**src/rtl/f8_mem_arbiter.sv**
```systemverilog
// f8_mem_arbiter: shares one synchronous RAM port between the f8 core (cpu)
// and a debug/loader port (dbg). The CPU has priority. A starvation counter
// guarantees that dbg is served. A lock lets dbg hold the bus.
// Ports:
//   cpu_*  core request/grant and read return
//   dbg_*  debug request/lock/grant and read return
//   mem_*  RAM command and read data
//   owner_dbg  bus locked to dbg
module f8_mem_arbiter #(
  parameter int ADDR_WIDTH   = 16,
  parameter int DATA_WIDTH   = 8,
  parameter int STARVE_LIMIT = 4
) (
  input  logic                  clk,
  input  logic                  power_on_reset_n,
  input  logic                  cpu_req,
  input  logic                  cpu_we,
  input  logic [ADDR_WIDTH-1:0] cpu_addr,
  input  logic [DATA_WIDTH-1:0] cpu_wdata,
  output logic                  cpu_gnt,
  output logic                  cpu_rvalid,
  output logic [DATA_WIDTH-1:0] cpu_rdata,
  input  logic                  dbg_req,
  input  logic                  dbg_lock,
  input  logic                  dbg_we,
  input  logic [ADDR_WIDTH-1:0] dbg_addr,
  input  logic [DATA_WIDTH-1:0] dbg_wdata,
  output logic                  dbg_gnt,
  output logic                  dbg_rvalid,
  output logic [DATA_WIDTH-1:0] dbg_rdata,
  output logic                  mem_en,
  output logic                  mem_we,
  output logic [ADDR_WIDTH-1:0] mem_addr,
  output logic [DATA_WIDTH-1:0] mem_wdata,
  input  logic [DATA_WIDTH-1:0] mem_rdata,
  output logic                  owner_dbg
);

  localparam logic CPU_PRIO = 1'b0;
  localparam logic DBG_LOCK = 1'b1;

  localparam logic [3:0] LIMIT = 4'(STARVE_LIMIT);

  logic       state_q, state_d;
  logic [3:0] starve_q, starve_d;
  logic       rd_pending_q, rd_pending_d;
  logic       rd_owner_q, rd_owner_d;
  logic       starved;

  assign starved = (starve_q == LIMIT);

  always_comb begin
    cpu_gnt = 1'b0;
    dbg_gnt = 1'b0;
    unique case (state_q)
      CPU_PRIO: begin
        dbg_gnt = dbg_req & (~cpu_req | starved);
        cpu_gnt = cpu_req & ~dbg_gnt;
      end
      DBG_LOCK: begin
        dbg_gnt = dbg_req;
      end
      default: ;
    endcase
  end

  assign mem_en = cpu_gnt | dbg_gnt;

  always_comb begin
    mem_we    = 1'b0;
    mem_addr  = '0;
    mem_wdata = '0;
    unique case (1'b1)
      cpu_gnt: begin
        mem_we    = cpu_we;
        mem_addr  = cpu_addr;
        mem_wdata = cpu_wdata;
      end
      dbg_gnt: begin
        mem_we    = dbg_we;
        mem_addr  = dbg_addr;
        mem_wdata = dbg_wdata;
      end
      default: ;
    endcase
  end

  always_comb begin
    state_d  = state_q;
    starve_d = starve_q;
    unique case (state_q)
      CPU_PRIO: begin
        if (dbg_gnt || !dbg_req) begin
          starve_d = '0;
        end else if (cpu_gnt && !starved) begin
          starve_d = starve_q + 4'd1;
        end
        if (dbg_gnt && dbg_lock) begin
          state_d = DBG_LOCK;
        end
      end
      DBG_LOCK: begin
        // Leaving the lock always restarts fairness from zero.
        if (!dbg_lock) begin
          state_d  = CPU_PRIO;
          starve_d = '0;
        end
      end
      default: ;
    endcase
  end

  // rd_owner: 1 = dbg issued the read, 0 = cpu.
  assign rd_pending_d = mem_en & ~mem_we;
  assign rd_owner_d   = dbg_gnt;

  always_ff @(posedge clk or negedge power_on_reset_n) begin
    if (!power_on_reset_n) begin
      state_q      <= CPU_PRIO;
      starve_q     <= '0;
      rd_pending_q <= 1'b0;
      rd_owner_q   <= 1'b0;
    end else begin
      state_q      <= state_d;
      starve_q     <= starve_d;
      rd_pending_q <= rd_pending_d;
      rd_owner_q   <= rd_owner_d;
    end
  end

  assign owner_dbg  = (state_q == DBG_LOCK);
  assign cpu_rvalid = rd_pending_q & ~rd_owner_q;
  assign dbg_rvalid = rd_pending_q & rd_owner_q;
  assign cpu_rdata  = cpu_rvalid ? mem_rdata : '0;
  assign dbg_rdata  = dbg_rvalid ? mem_rdata : '0;

endmodule

```
**config.mk**
```make
export PLATFORM = sky130hd
export DESIGN_NAME = f8_mem_arbiter
export DESIGN_NICKNAME = d
export VERILOG_FILES = /design/src/rtl/f8_mem_arbiter.sv
export SDC_FILE = /design/constraint.sdc
export NUM_CORES = 1
export LEC_CHECK = 0
export ABC_AREA = 0
export CAP_MARGIN = 5
export CELL_PAD_IN_SITES_DETAIL_PLACEMENT = 1
export CELL_PAD_IN_SITES_GLOBAL_PLACEMENT = 2
export CORE_MARGIN = 5
export CORE_UTILIZATION = 11
export DETAILED_ROUTE_END_ITERATION = 10
export PLACE_DENSITY_LB_ADDON = 0.1
export SYNTH_ARGS = -nofsm -noshare
export SYNTH_HDL_FRONTEND = slang
export SYNTH_SLANG_ARGS = --single-unit
```
**constraint.sdc**
```tcl
create_clock -name clk -period 3.4 [get_ports clk]
set_input_delay 0.51 -clock clk [delete_from_list [all_inputs] [get_ports clk]]
set_output_delay 0.51 -clock clk [all_outputs]
set_load 0.01 [all_outputs]
```
Word level (Yosys, flattened, before mapping)

Index checks and enable logic that the tools add are counted.

Reduce and logical (&&, ||, !) cells: 6
Add/subtract/negate cells: 1
Muxes and demuxes: 14
Equality and inequality tests: 3
Bitwise logic cells: 12

Operator list:

| cell                  | number |
|---|---|
| $pmux W16 S2          | 1 |
| $mux W8               | 2 |
| $pmux W8 S2           | 1 |
| $mux W4               | 3 |
| $pmux W4 S2           | 1 |
| $pmux W1 S2           | 3 |
| $and A1 B1 Y1         | 5 |
| $not A1 Y1            | 5 |
| $add A4 B1 Y4 const B | 1 |
| $eq A4 B3 Y1 const B  | 1 |
| $mux W1               | 3 |
| $ne A3 B3 Y1 const B  | 1 |
| $logic_and A1 B1 Y1   | 2 |
| $logic_not A1 Y1      | 2 |
| $ne A2 B2 Y1 const B  | 1 |
| $or A1 B1 Y1          | 2 |
| $reduce_and A2 Y1     | 1 |
| $logic_or A1 B1 Y1    | 1 |

Logic and storage cells: 40
Output and inout port bits: 47
Register bits: 7
Input port bits: 63

Depth between registers and ports, before layout

Gate-level depths: netlist (run 1).

Depth after elaboration: 10
Gate-level depth with buffers: 7
Gate-level depth less buffers: 5

Worst setup path after synthesis (run 1)

OpenSTA, ideal clock, no wires.

Kind: register to output
Start: reg starve_q[0]
End: out mem_addr[0]
Required time: 2.890 ns
Data arrival time: 1.388 ns
Buffers on the path: 2
Slack: 1.502 ns
Stages on the path, launching flop included: 8
Cell sequence: dfrtp_1 > inv_1 > ha_1 > nand3b_4 > o21a_1 > buf_6 > buf_6 > a22o_1

Longest elaborated chain between the ends: 7
Elaborated cells between the ends (all ways): 8
Those cells by class: eq/ne (1); mux (3); bitwise (4)

RTL lines:

| item                   | RTL line | RTL |
|---|---|---|
| start, declared        | 45       | `logic [3:0] starve_q, starve_d;` |
| start signal, assigned | 125      | `starve_q <= starve_d;` |
| $eq A4 B3 Y1           | 50       | `assign starved = (starve_q == LIMIT);` |
| $or A1 B1 Y1           | 57       | `dbg_gnt = dbg_req & (~cpu_req \| starved);` |
| $and A1 B1 Y1          | 57       |  |
| $not A1 Y1             | 58       | `cpu_gnt = cpu_req & ~dbg_gnt;` |
| $and A1 B1 Y1          | 58       |  |
| $mux W1                | 55       | `unique case (state_q)` |
| named net cpu_gnt      | 20       | `output logic cpu_gnt,` |
| $pmux W16 S2           | 73       | `unique case (1'b1)` |
| end, declared          | 33       | `output logic [ADDR_WIDTH-1:0] mem_addr,` |

The timed path passes the listed nets, and every way through them passes these cells.

Worst setup path after layout (run 1)

Start: in cpu_req
End: out mem_addr[5]

Longest elaborated chain between the ends: 7
Elaborated cells between the ends (all ways): 8
Those cells by class: mux (3); bitwise (5)

RTL lines:

| item            | RTL line | RTL |
|---|---|---|
| start, declared | 16       | `input logic cpu_req,` |
| $not A1 Y1      | 57       |  |
| $or A1 B1 Y1    | 57       |  |
| $and A1 B1 Y1   | 57       |  |
| $not A1 Y1      | 58       |  |
| $and A1 B1 Y1   | 58       |  |
| $mux W1         | 55       |  |
| $pmux W16 S2 *  | 73       |  |

Every way passes the cells marked *; elsewhere a longest branch is shown, timed or not.

==> summary.txt, run 1 <==
Run status
  – Outcome: finished, final reports clean

Yosys
  – Proportion of synthesized flip-flops having asynchronous set or reset: 1.00
  – Share of the synthesized area in the top cell type: 0.225
  – Number of flip-flops and latches in the synthesized netlist: 7
  – Syn_nets: 150
  – Share of synthesized area occupied by flip-flops and latches: 0.225
  – Cell taking the most area after synthesis: dfrtp_1
  – Most frequent cells after synthesis: 19 x a22o_1, 9 x and2_1, 8 x and3_1
  – Number of warnings issued by yosys: 0
  – Synthesized area divided by synthesized cell count: 9.16 sq um
  – Mapped cell area: 778 sq um
  – Top cells by area, synth: dfrtp_1 23%, a22o_1 21%, a22o_2 9.0%, and2_1 7.2%, buf_6 7.2%
  – Most used flip-flop cell after synthesis: dfrtp_1
  – Most used standard cell by instance count after synthesis: a22o_1
  – Number of standard cells after synthesis: 85
  – Unique masters post-synth: 21
  – Post-synth EDFFs: 0

Timing
  – Worst Skew: 1.19 ps
  – Transition time at the pin with the least slew margin: 475 ps
  – Final number of setup-violating endpoints: 0
  – Setup repair after global routing missed its margin: false
  – Final max-slew violation count: 0
  – Fraction of the cycle the final worst path needs: 0.854
  – Endpoints failing hold: 0
  – Min Tclk post-route: 2900 ps
  – Total Neg Setup Slack: 0 ps
  – Highest clock rate: 345 MHz
  – Slew HR: 0.682

Drt
  – Number of design rule violations left after detail routing: 0
  – Average detailed-routed wire length per instance: 14.6 um
  – ANT nets after route: 0
  – Number of iterations in the first detailed-routing pass: 2
  – Vias after detailed routing: approximately 1200
  – Vias per inst: between 3 and 4
  – Detailed-route wire length: 4250 um
  – First DRT Iteration DRCs: 15

Placement
  – Placed instance count: 286
  – Routability congestion estimate: 0.664
  – Number of port buffers: 109
  – Post-DP HPWL: 3660 um

GRT
  – First-pass GRT wire length: 6170 um
  – Vias in the first global route: approximately 1300
  – Antenna violations before repair: 0
  – Total routing usage reported by global routing: 0.0888
  – Leftover overflow at the end of global routing: 0
  – Maximum number of pins on one net before global-route repair: 29

Cells and area
  – Area used by multi-input combinational logic: 517 sq um
  – Sequential cell area: around 180 sq um
  – Final instance count without filler cells: 290
  – Growth of design area from synthesis to finish: 156%
  – Number of diodes added for antenna fixing: 0
  – Fillcell total: between 800 and 900
  – Final-stage net count: 260
  – Share of layout cells above drive strength 1: 0.0825

Clock tree
  – Clock-pin slew on the worst setup and hold paths: roughly 40 ps
  – Post-CTS resize count: 0
  – Insertion delay of the later-clocked pin in the worst-skew pair: 230 ps
  – # hold bufs at CTS: 0
  – Post-CTS setup repair buffer count: 0
  – Number of CTS-inserted buffers: 3
  – Clock sink count: 7
  – Root cell of the clock tree: clkbuf_8
  – CTS tree: built
  – Maximum count of clock buffers along a single path: 2
  – Maximum level of the CTS H-tree: 1

Pwr
  – Total power per unit cell area: between 200 and 250 nW/um^2
  – Static Leak: 0.804 nW
  – Peak ir drop on the vdd network: ~0.090 mV

Critical path
  – Reg2reg setup slack: ~1800 ps
  – Endpoint required time on the critical path: between 2000 and 3000 ps
  – Crit end category: primary output
  – Worst EP arrival: 2390 ps
  – Startpoint type of the worst setup path: primary input
  – Category of the most critical setup path: in2out
  – Largest driver fanout on the critical path: 27

Min path
  – Hold crit path type: in2async

Floorplan
  – Chip Height: between 90 and 100 um
  – Core outline area: slightly below 7000 sq um
  – Number of rows created at floorplan: 30
  – Area of the die: 8860 sq um
  – I/O pin total: between 100 and 150
  – Width of the die: 94.1 um
  – Initial standard-cell utilization of the core: 0.114

Run
  – Max-cap violation count: 0
-- layout by cell type (no fill, tap or decap) --
cell and n:
clkdlybuf4s50_1 109, a22o_1 19, and2_1 9, and3_1 8, inv_1 7, a22o_2 7
dfrtp_1 7, nand3_1 6, o21ai_0 4, clkbuf_8 3, ha_1 2, buf_4 2
nor2b_4 1, nand3b_4 1, a21oi_4 1, o21a_1 1, or2_2 1, nor2b_1 1
a21oi_1 1, xor2_1 1, nand4_1 1, o311ai_0 1, clkbuf_1 1
-- state kept, by name, indices dropped and copies added (netlist names) --
name          flops
starve_q          4
rd_pending_q      1
rd_owner_q        1
owner_dbg         1
-- worst paths after layout --
kind,from,to,cells past startpoint
setup / recovery,cpu_req,mem_addr[5],6
hold / removal,power_on_reset_n,starve_q[1]$_DFFE_PN0P_,1
setup reg to reg,starve_q[0]$_DFFE_PN0P_,rd_pending_q$_DFF_PN0_,6
hold reg to reg,starve_q[0]$_DFFE_PN0P_,starve_q[0]$_DFFE_PN0P_,1
max in group asynchronous,power_on_reset_n,starve_q[0]$_DFFE_PN0P_,1
min in group clk,starve_q[0]$_DFFE_PN0P_,starve_q[0]$_DFFE_PN0P_,1
-- logic make-up after synthesis --
logic type	after synthesis	synth area share
compound gates	34	0.378
flops	7	0.225
xor+xnor	1	0.0113
simple gates	28	0.243
buf+inv	13	0.111
fa+ha+maj	2	0.0321
-- power breakdown --
part	total, W	switching [W]	internal [W]	leakage, nW
clock	0.000119	0.0000376	0.0000813	0.0228
sequential	0.0000951	0.00000750	0.0000876	0.0934
combinational	0.000242	0.0000845	0.000158	0.688
-- worst max-delay path: stages --
cell and delay, ps:
clkdlybuf4s50_1 450, nor2b_4 220, o21a_1 150, buf_4 280, a22o_2 190, clkdlybuf4s50_1 580
-- cell type report --
class | count | area share
Sequential cell | 7 | 0.0881
Tap cell | 96 | 0.0604
Inverter | 7 | 0.0132
Clock buffer | 4 | 0.0226
Timing Repair Buffer | 111 | 0.556
Multi-Input combinational cell | 65 | 0.260
-- metrics by stage --
stage          total power [W]  hold slack [ps]  cell area [sq um]   util  setup WS [ps]
6_report              0.000456              548               1990  0.291            498
2_1_floorplan         0.000181              214                778      -           1500
4_1_cts               0.000465              563               1990  0.291            451
3_3_place_gp          0.000341              544               1940  0.285            466
5_1_grt               0.000484              575               1990  0.291            377
3_5_place_dp          0.000343              557               1940  0.285            454
-- metal layers --
layer  vias to the layer above  global-route usage  part of all wire
met5                         -                   0                 0
li1                        539                   -                 -
met1                       529              0.0781              0.33
met4                         0              0.0361             0.013
met2                        78               0.169              0.52
met3                         4              0.0449              0.15
Note: power is estimated with default switching activity, not from simulation.
==> inputs of run 2 (changes only) <==
--- a/config.mk
+++ b/config.mk
@@ -5,12 +5,12 @@
 export SDC_FILE = /design/constraint.sdc
 export NUM_CORES = 1
 export LEC_CHECK = 0
-export ABC_AREA = 0
+export ABC_AREA = 1
 export CAP_MARGIN = 5
 export CELL_PAD_IN_SITES_DETAIL_PLACEMENT = 1
 export CELL_PAD_IN_SITES_GLOBAL_PLACEMENT = 2
 export CORE_MARGIN = 5
-export CORE_UTILIZATION = 11
+export CORE_UTILIZATION = 10
 export DETAILED_ROUTE_END_ITERATION = 10
 export PLACE_DENSITY_LB_ADDON = 0.1
 export SYNTH_ARGS = -nofsm -noshare
==> summary.txt, run 2 <==
Cells and area
  – Final-stage net count: 325 (+25%)
  – Growth of design area from synthesis to finish: 151%
  – Final instance count without filler cells: 364 (+26%)
  – Share of layout cells above drive strength 1: 0.0541 (-0.0284)
  – Number of diodes added for antenna fixing: 0 (unchanged)
  – Most flops, register: starve_q
  – Fillcell total: 1005 (+25%)
  – Commonest non-fill, non-tap cells in the layout: 109 x clkdlybuf4s50_1, 76 x nand2_1, 20 x nor2_1
  – Most common library cell in the layout ignoring fill and taps: clkdlybuf4s50_1
  – Number of flip-flops in the largest register: 4 (unchanged)

Yosys
  – Most used flip-flop cell after synthesis: dfrtp_1
  – Number of warnings issued by yosys: 0 (unchanged)
  – Number of standard cells after synthesis: 149 (+75%)
  – Unique masters post-synth: 17 (-19%)
  – Post-synth EDFFs: 0 (unchanged)
  – Synthesized area divided by synthesized cell count: 5.47 sq um (-40%)
  – Share of synthesized area occupied by flip-flops and latches: 0.215 (-0.0100)
  – Share of the synthesized area in the top cell type: 0.350 (+0.125)
  – Cell taking the most area after synthesis: nand2_1
  – Most used standard cell by instance count after synthesis: nand2_1
  – Proportion of synthesized flip-flops having asynchronous set or reset: 1.00 (unchanged)
  – Syn_nets: 214 (+43%)
  – Number of flip-flops and latches in the synthesized netlist: 7 (unchanged)
  – Mapped cell area: 815 sq um (+4.7%)
  – Top cells by area, synth: nand2_1 35%, dfrtp_1 22%, nor2_1 9.2%, inv_1 8.3%, nand2_2 5.4%
  – Most frequent cells after synthesis: 76 x nand2_1, 20 x nor2_1, 18 x inv_1

Timing
  – Setup repair after global routing missed its margin: false
  – Final max-slew violation count: 0 (unchanged)
  – Worst Skew: 0.829 ps (-0.365 ps)
  – Worst hold slack across all endpoints: 546 ps (-2.56 ps)
  – Endpoints failing hold: 0 (unchanged)
  – Min Tclk post-route: 2880 ps (-21.0 ps)
  – Final number of setup-violating endpoints: 0 (unchanged)
  – Highest clock rate: 347 MHz (+0.73%)
  – Final worst-path setup slack: 519 ps (+21.0 ps)
  – Slew HR: 0.759 (+0.0770)
  – Transition time at the pin with the least slew margin: 360 ps (-116 ps)
  – Fraction of the cycle the final worst path needs: 0.847 (-0.00619)
  – Total Neg Setup Slack: 0 ps (unchanged)

Drt
  – Top sig layer: met4
  – Number of design rule violations left after detail routing: 0 (unchanged)
  – Vias after detailed routing: 1245 (+8.3%)
  – ANT nets after route: 0 (unchanged)
  – Average detailed-routed wire length per instance: 11.5 um (-22%)
  – Vias per inst: 3.42 (-14%)
  – Detailed-route wire length: 4180 um (-1.6%)
  – Routed length on met2: 2120 um (-3.2%)
  – Met3 wire length: 442 um (-29%)
  – Wl on met1: 1590 um (+15%)
  – First DRT Iteration DRCs: 18 (+3)
  – Number of iterations in the first detailed-routing pass: 4 (+2)

GRT
  – First-pass GRT wire length: 6840 um (+11%)
  – Leftover overflow at the end of global routing: 0 (unchanged)
  – Vias in the first global route: 1426 (+14%)
  – Maximum number of pins on one net before global-route repair: 26 (-10%)
  – Total routing usage reported by global routing: 0.0844 (-0.00435)
  – Antenna violations before repair: 0 (unchanged)

Clock tree
  – CTS tree: built
  – Maximum count of clock buffers along a single path: 2 (unchanged)
  – Clock sink count: 7 (unchanged)
  – Number of CTS-inserted buffers: 3 (unchanged)
  – Insertion delay of the later-clocked pin in the worst-skew pair: 220 ps (about the same)
  – Root cell of the clock tree: clkbuf_8
  – Clock-pin slew on the worst setup and hold paths: 40 ps (about the same)
  – Maximum level of the CTS H-tree: 1 (unchanged)
  – Post-CTS setup repair buffer count: 0 (unchanged)
  – Post-CTS resize count: 0 (unchanged)
  – # hold bufs at CTS: 0 (unchanged)

Critical path
  – Category of the most critical setup path: in2out
  – Critical-path cell list: clkdlybuf4s50_1 > or2_1 > nand2_2 > nand2_2 > inv_4 > nand2_1 > nand2_1 > clkdlybuf4s50_1
  – Kind of cell with the highest combined delay on the critical path: buffers and inverters
  – Largest driver fanout on the critical path: 25 (-7.4%)
  – Max incr delay on CP: 550 ps (-30 ps)
  – Slowest stage cell, crit path: clkdlybuf4s50_1
  – Worst EP arrival: 2370 ps (-20 ps)
  – Startpoint type of the worst setup path: primary input
  – Endpoint required time on the critical path: 2890 ps (about the same)
  – Buffers & Inverters on Critical Path: 3 (unchanged)
  – Crit end category: primary output

Floorplan
  – Initial standard-cell utilization of the core: 0.101 (-0.0133)
  – Core outline area: 8090 sq um (+18%)
  – Chip Height: 100 um (+6.5%)
  – Width of the die: 100 um (+6.5%)
  – Area of the die: 10100 sq um (+13%)
  – I/O pin total: 110 (unchanged)
  – Number of rows created at floorplan: 33 (+10%)

Placement
  – Routability congestion estimate: 0.700 (+5.4%)
  – Placed instance count: 360 (+26%)
  – Post-DP HPWL: 3620 um (-0.95%)
  – Number of port buffers: 109 (unchanged)
  – Setup slack after placement: 482 ps (+27.6 ps)

Pwr
  – Static Leak: 0.944 nW (+17%)
  – Peak ir drop on the vdd network: 0.0569 mV (-37%)
  – Total power per unit cell area: 233 nW/um^2 (+1.6%)
  – Total design power: 0.000476 W (+4.4%)

Min path
  – Hold crit path type: reg2reg

Run
  – Max-cap violation count: 0 (unchanged)

Run status
  – Outcome: finished, final reports clean
## run 2: cell types whose count changed in the layout (fill, tap and decap cells not counted), moves of 2 or more
cell and change:
nand2_2 +7, buf_4 -2, nand2_1 +76, nor2_1 +20
inv_1 +11, and2_1 -9, a22o_2 -7, a22o_1 -19
and3_1 -8
## run 2: power by group
part	total (W)	leakage (nW)	switching [W]	internal [W]
clock	0.000113	0.0228	0.0000324	0.0000808
combinational	0.000268	0.829	0.000107	0.000161
sequential	0.0000953	0.0917	0.00000568	0.0000896
## run 2: worst register-to-register path: stages, from the launching register on
cell	delay, ps
dfrtp_1	410
inv_1	60
ha_1	190
nand3_1	110
nand2_2	80
nand2_1	110
nand2_1	120
o21ai_0	170
## run 2: logic make-up after synthesis
kind of cell    synth area share
compound gates            0.0246
xor+xnor                  0.0215
fa+ha+maj                 0.0307
buf+inv                    0.166
flops                      0.215
simple gates               0.542
## run 2: final cells by class
class,instances,area (sq um),area share
clock buffers,4,45.0,0.0220
multi-input cells,118,504,0.247
well taps,105,131,0.0643
flip-flops and latches,7,175,0.0857
inverters,20,77.6,0.0379
repair buffers,110,1110,0.543
## run 2: final timing paths
| path | start | to | slack (ps) | cells past startpoint |
|---|---|---|---|---|
| max reg2reg | starve_q[0]$_DFFE_PN0P_ | starve_q[3]$_DFFE_PN0P_ | 2050 | 7 |
| min | starve_q[3]$_DFFE_PN0P_ | starve_q[3]$_DFFE_PN0P_ | 550 | 2 |
| min reg2reg | starve_q[3]$_DFFE_PN0P_ | starve_q[3]$_DFFE_PN0P_ | 550 | 2 |
| max | dbg_req | mem_addr[11] | 520 | 8 |
| min in group asynchronous | power_on_reset_n | starve_q[3]$_DFFE_PN0P_ | 570 | 1 |
| max in group asynchronous | power_on_reset_n | rd_owner_q$_DFF_PN0_ | 2570 | 1 |
## run 2: per-stage QoR
stage               utilization  instance area (sq um)
global placement          0.247                   2000
finish                    0.253                   2040
CTS                       0.253                   2040
detailed placement        0.247                   2000
floorplan                     -                    815
global route              0.253                   2040
## run 2: layer usage
| layer | track usage | vias to the layer above |
|---|---|---|
| met5 | 0 | - |
| met2 | 0.160 | 63 |
| met3 | 0.0313 | 2 |
| met1 | 0.0866 | 525 |
| met4 | 0.0218 | 0 |
| li1 | - | 655 |
==> inputs of run 3 (changes only) <==
==> constraint.sdc (replaced) <==
create_clock -name clk -period 2.8 [get_ports clk]
set_input_delay 0.42 -clock clk [delete_from_list [all_inputs] [get_ports clk]]
set_output_delay 0.42 -clock clk [all_outputs]
set_load 0.01 [all_outputs]
==> summary.txt, run 3 (synthesis gave the netlist of run 2 again) <==
Critical path
  – Crit end category: primary output
  – Slowest stage cell, crit path: clkdlybuf4s50_1
  – Buffers & Inverters on Critical Path: 4 (+1)
  – Largest driver fanout on the critical path: 25 (unchanged)
  – Category of the most critical setup path: in2out
  – Critical-path cell list: clkdlybuf4s50_1 > inv_1 > nor2_2 > nand2_2 > nand2_2 > nand2_2 > inv_8 > nand2_1 > nand2_1 > clkdlybuf4s50_1
  – Cell seen most often among critical-path stages: nand2_2
  – Worst EP arrival: 2230 ps (-140 ps)
  – Startpoint type of the worst setup path: primary input
  – Max incr delay on CP: 550 ps (about the same)
  – Kind of cell with the highest combined delay on the critical path: buffers and inverters
  – Endpoint required time on the critical path: 2380 ps (-510 ps)

Cells and area
  – Most common library cell in the layout ignoring fill and taps: clkdlybuf4s50_1
  – Number of flip-flops in the largest register: 4 (unchanged)
  – Share of layout cells above drive strength 1: 0.0613 (+0.00725)
  – Commonest non-fill, non-tap cells in the layout: 109 x clkdlybuf4s50_1, 76 x nand2_1, 20 x nor2_1
  – Fillcell total: 1011 (+0.60%)
  – Most flops, register: starve_q
  – Final instance count without filler cells: 366 (+0.55%)
  – Growth of design area from synthesis to finish: 153%
  – Number of diodes added for antenna fixing: 0 (unchanged)
  – Final-stage net count: 327 (+0.62%)

Clock tree
  – Clock sink count: 7 (unchanged)
  – CTS tree: built
  – Maximum level of the CTS H-tree: 1 (unchanged)
  – Clock-pin slew on the worst setup and hold paths: 40 ps (about the same)
  – Insertion delay of the later-clocked pin in the worst-skew pair: 230 ps (about the same)
  – # hold bufs at CTS: 0 (unchanged)
  – Maximum count of clock buffers along a single path: 2 (unchanged)
  – Number of CTS-inserted buffers: 3 (unchanged)
  – Root cell of the clock tree: clkbuf_8

Drt
  – First DRT Iteration DRCs: 17 (-1)
  – Vias per inst: 3.48 (+1.9%)
  – Detailed-route wire length: 4250 um (+1.8%)
  – Vias after detailed routing: 1275 (+2.4%)
  – Number of iterations in the first detailed-routing pass: 4 (unchanged)
  – Number of design rule violations left after detail routing: 0 (unchanged)
  – ANT nets after route: 0 (unchanged)
  – Average detailed-routed wire length per instance: 11.6 um (+1.2%)

GRT
  – Total routing usage reported by global routing: 0.0820 (-0.00247)
  – First-pass GRT wire length: 6550 um (-4.2%)
  – Most used routing layer in global routing: met2
  – Antenna violations before repair: 0 (unchanged)
  – Global routing met3 resource utilization: 0.0334 (+0.00208)
  – Global routing usage on met2: 0.148 (-0.0122)
  – Leftover overflow at the end of global routing: 0 (unchanged)
  – Vias in the first global route: 1353 (-5.1%)
  – Met1 routing resource usage after global routing: 0.0870 (+0.000346)
  – Maximum number of pins on one net before global-route repair: 26 (unchanged)

Floorplan
  – Area of the die: 10100 sq um (unchanged)
  – Chip Height: 100 um (unchanged)
  – Width of the die: 100 um (unchanged)
  – I/O pin total: 110 (unchanged)
  – Core outline area: 8090 sq um (unchanged)
  – Number of rows created at floorplan: 33 (unchanged)
  – Initial standard-cell utilization of the core: 0.101 (unchanged)

Timing
  – Endpoints failing hold: 0 (unchanged)
  – Worst Skew: 2.82 ps (+1.99 ps)
  – Final number of setup-violating endpoints: 0 (unchanged)
  – Fraction of the cycle the final worst path needs: 0.948
  – Total Neg Setup Slack: 0 ps (unchanged)
  – Final max-slew violation count: 0 (unchanged)
  – Slew HR: 0.771 (+0.0114)
  – Min Tclk post-route: 2650 ps
  – Highest clock rate: 377 MHz
  – Setup repair after global routing missed its margin: false
  – Transition time at the pin with the least slew margin: 343 ps (-17.0 ps)

Min path
  – Hold crit path type: in2async

Pwr
  – Switching Share: 0.313 (+0.00760)
  – Peak ir drop on the vdd network: 0.0753 mV (+32%)
  – Internal power: 0.000406 W (+22%)
  – Static Leak: 0.955 nW (+1.2%)
  – Reported net switching power: 0.000184 W (+27%)
  – Logic gate share of total power: 0.560 (-0.002)
  – Relative contribution of sequential cells to total power: 0.195 (-0.005)
  – Total power per unit cell area: 286 nW/um^2 (+23%)
  – Power share of the clock group: 0.244 (+0.006)

Placement
  – Number of port buffers: 109 (unchanged)
  – Post-DP HPWL: 3690 um (+1.8%)
  – Routability congestion estimate: 0.668 (-4.5%)
  – Placed instance count: 362 (+0.56%)

Run
  – Max-cap violation count: 0 (unchanged)

Run status
  – Outcome: finished, final reports clean
## run 3: per-layer routing
metal / wire length [um] / share of wire
met5: 0 / 0
met4: 29 / 0.0068
met3: 426 / 0.10
met2: 2090 / 0.49
met1: 1710 / 0.40
## run 3: power groups by stage
stage               sequential (W)  clock, W  combinational, W
floorplan                 0.000115         0          0.000120
global placement          0.000117         0          0.000339
detailed placement        0.000117         0          0.000337
CTS                       0.000116  0.000150          0.000339
global route              0.000117  0.000154          0.000362
finish                    0.000115  0.000144          0.000331
## run 3: cell type report
| cell class | instances | area, sq um | share of cell area |
|---|---|---|---|
| clock buffers | 4 | 45.0 | 0.0218 |
| inverters | 20 | 82.6 | 0.0400 |
| multi-input cells | 118 | 504 | 0.244 |
| flip-flops and latches | 7 | 175 | 0.0848 |
| well taps | 105 | 131 | 0.0636 |
| repair buffers | 112 | 1130 | 0.545 |
## run 3: worst paths after layout
check | slack [ps] | end | cells past startpoint | startpoint
worst max register to register | 1470 | rd_owner_q$_DFF_PN0_ | 7 | starve_q[0]$_DFFE_PN0P_
worst min-delay path | 460 | starve_q[2]$_DFFE_PN0P_ | 1 | power_on_reset_n
min in group clk | 540 | starve_q[3]$_DFFE_PN0P_ | 2 | starve_q[3]$_DFFE_PN0P_
worst min register to register | 540 | starve_q[3]$_DFFE_PN0P_ | 2 | starve_q[3]$_DFFE_PN0P_
max in group asynchronous | 2080 | rd_pending_q$_DFF_PN0_ | 1 | power_on_reset_n
worst max-delay path | 150 | mem_addr[7] | 10 | cpu_req
## run 3: what timing repair did
item	CTS	global route
resized for setup	0	2
setup buffers	0	0
endpoints found under the setup margin	0	24
## run 3: stage by stage
step	util	hold slack [ps]	cell area, sq um	worst slack, ps	total power (W)
after floorplan	-	124	815	1150	0.000235
after global placement	0.249	524	2010	75.3	0.000456
after detailed placement	0.249	535	2010	34.7	0.000454
after CTS	0.254	476	2060	38.2	0.000604
after global routing	0.255	499	2060	10.2	0.000633
final	0.255	464	2060	147	0.000590
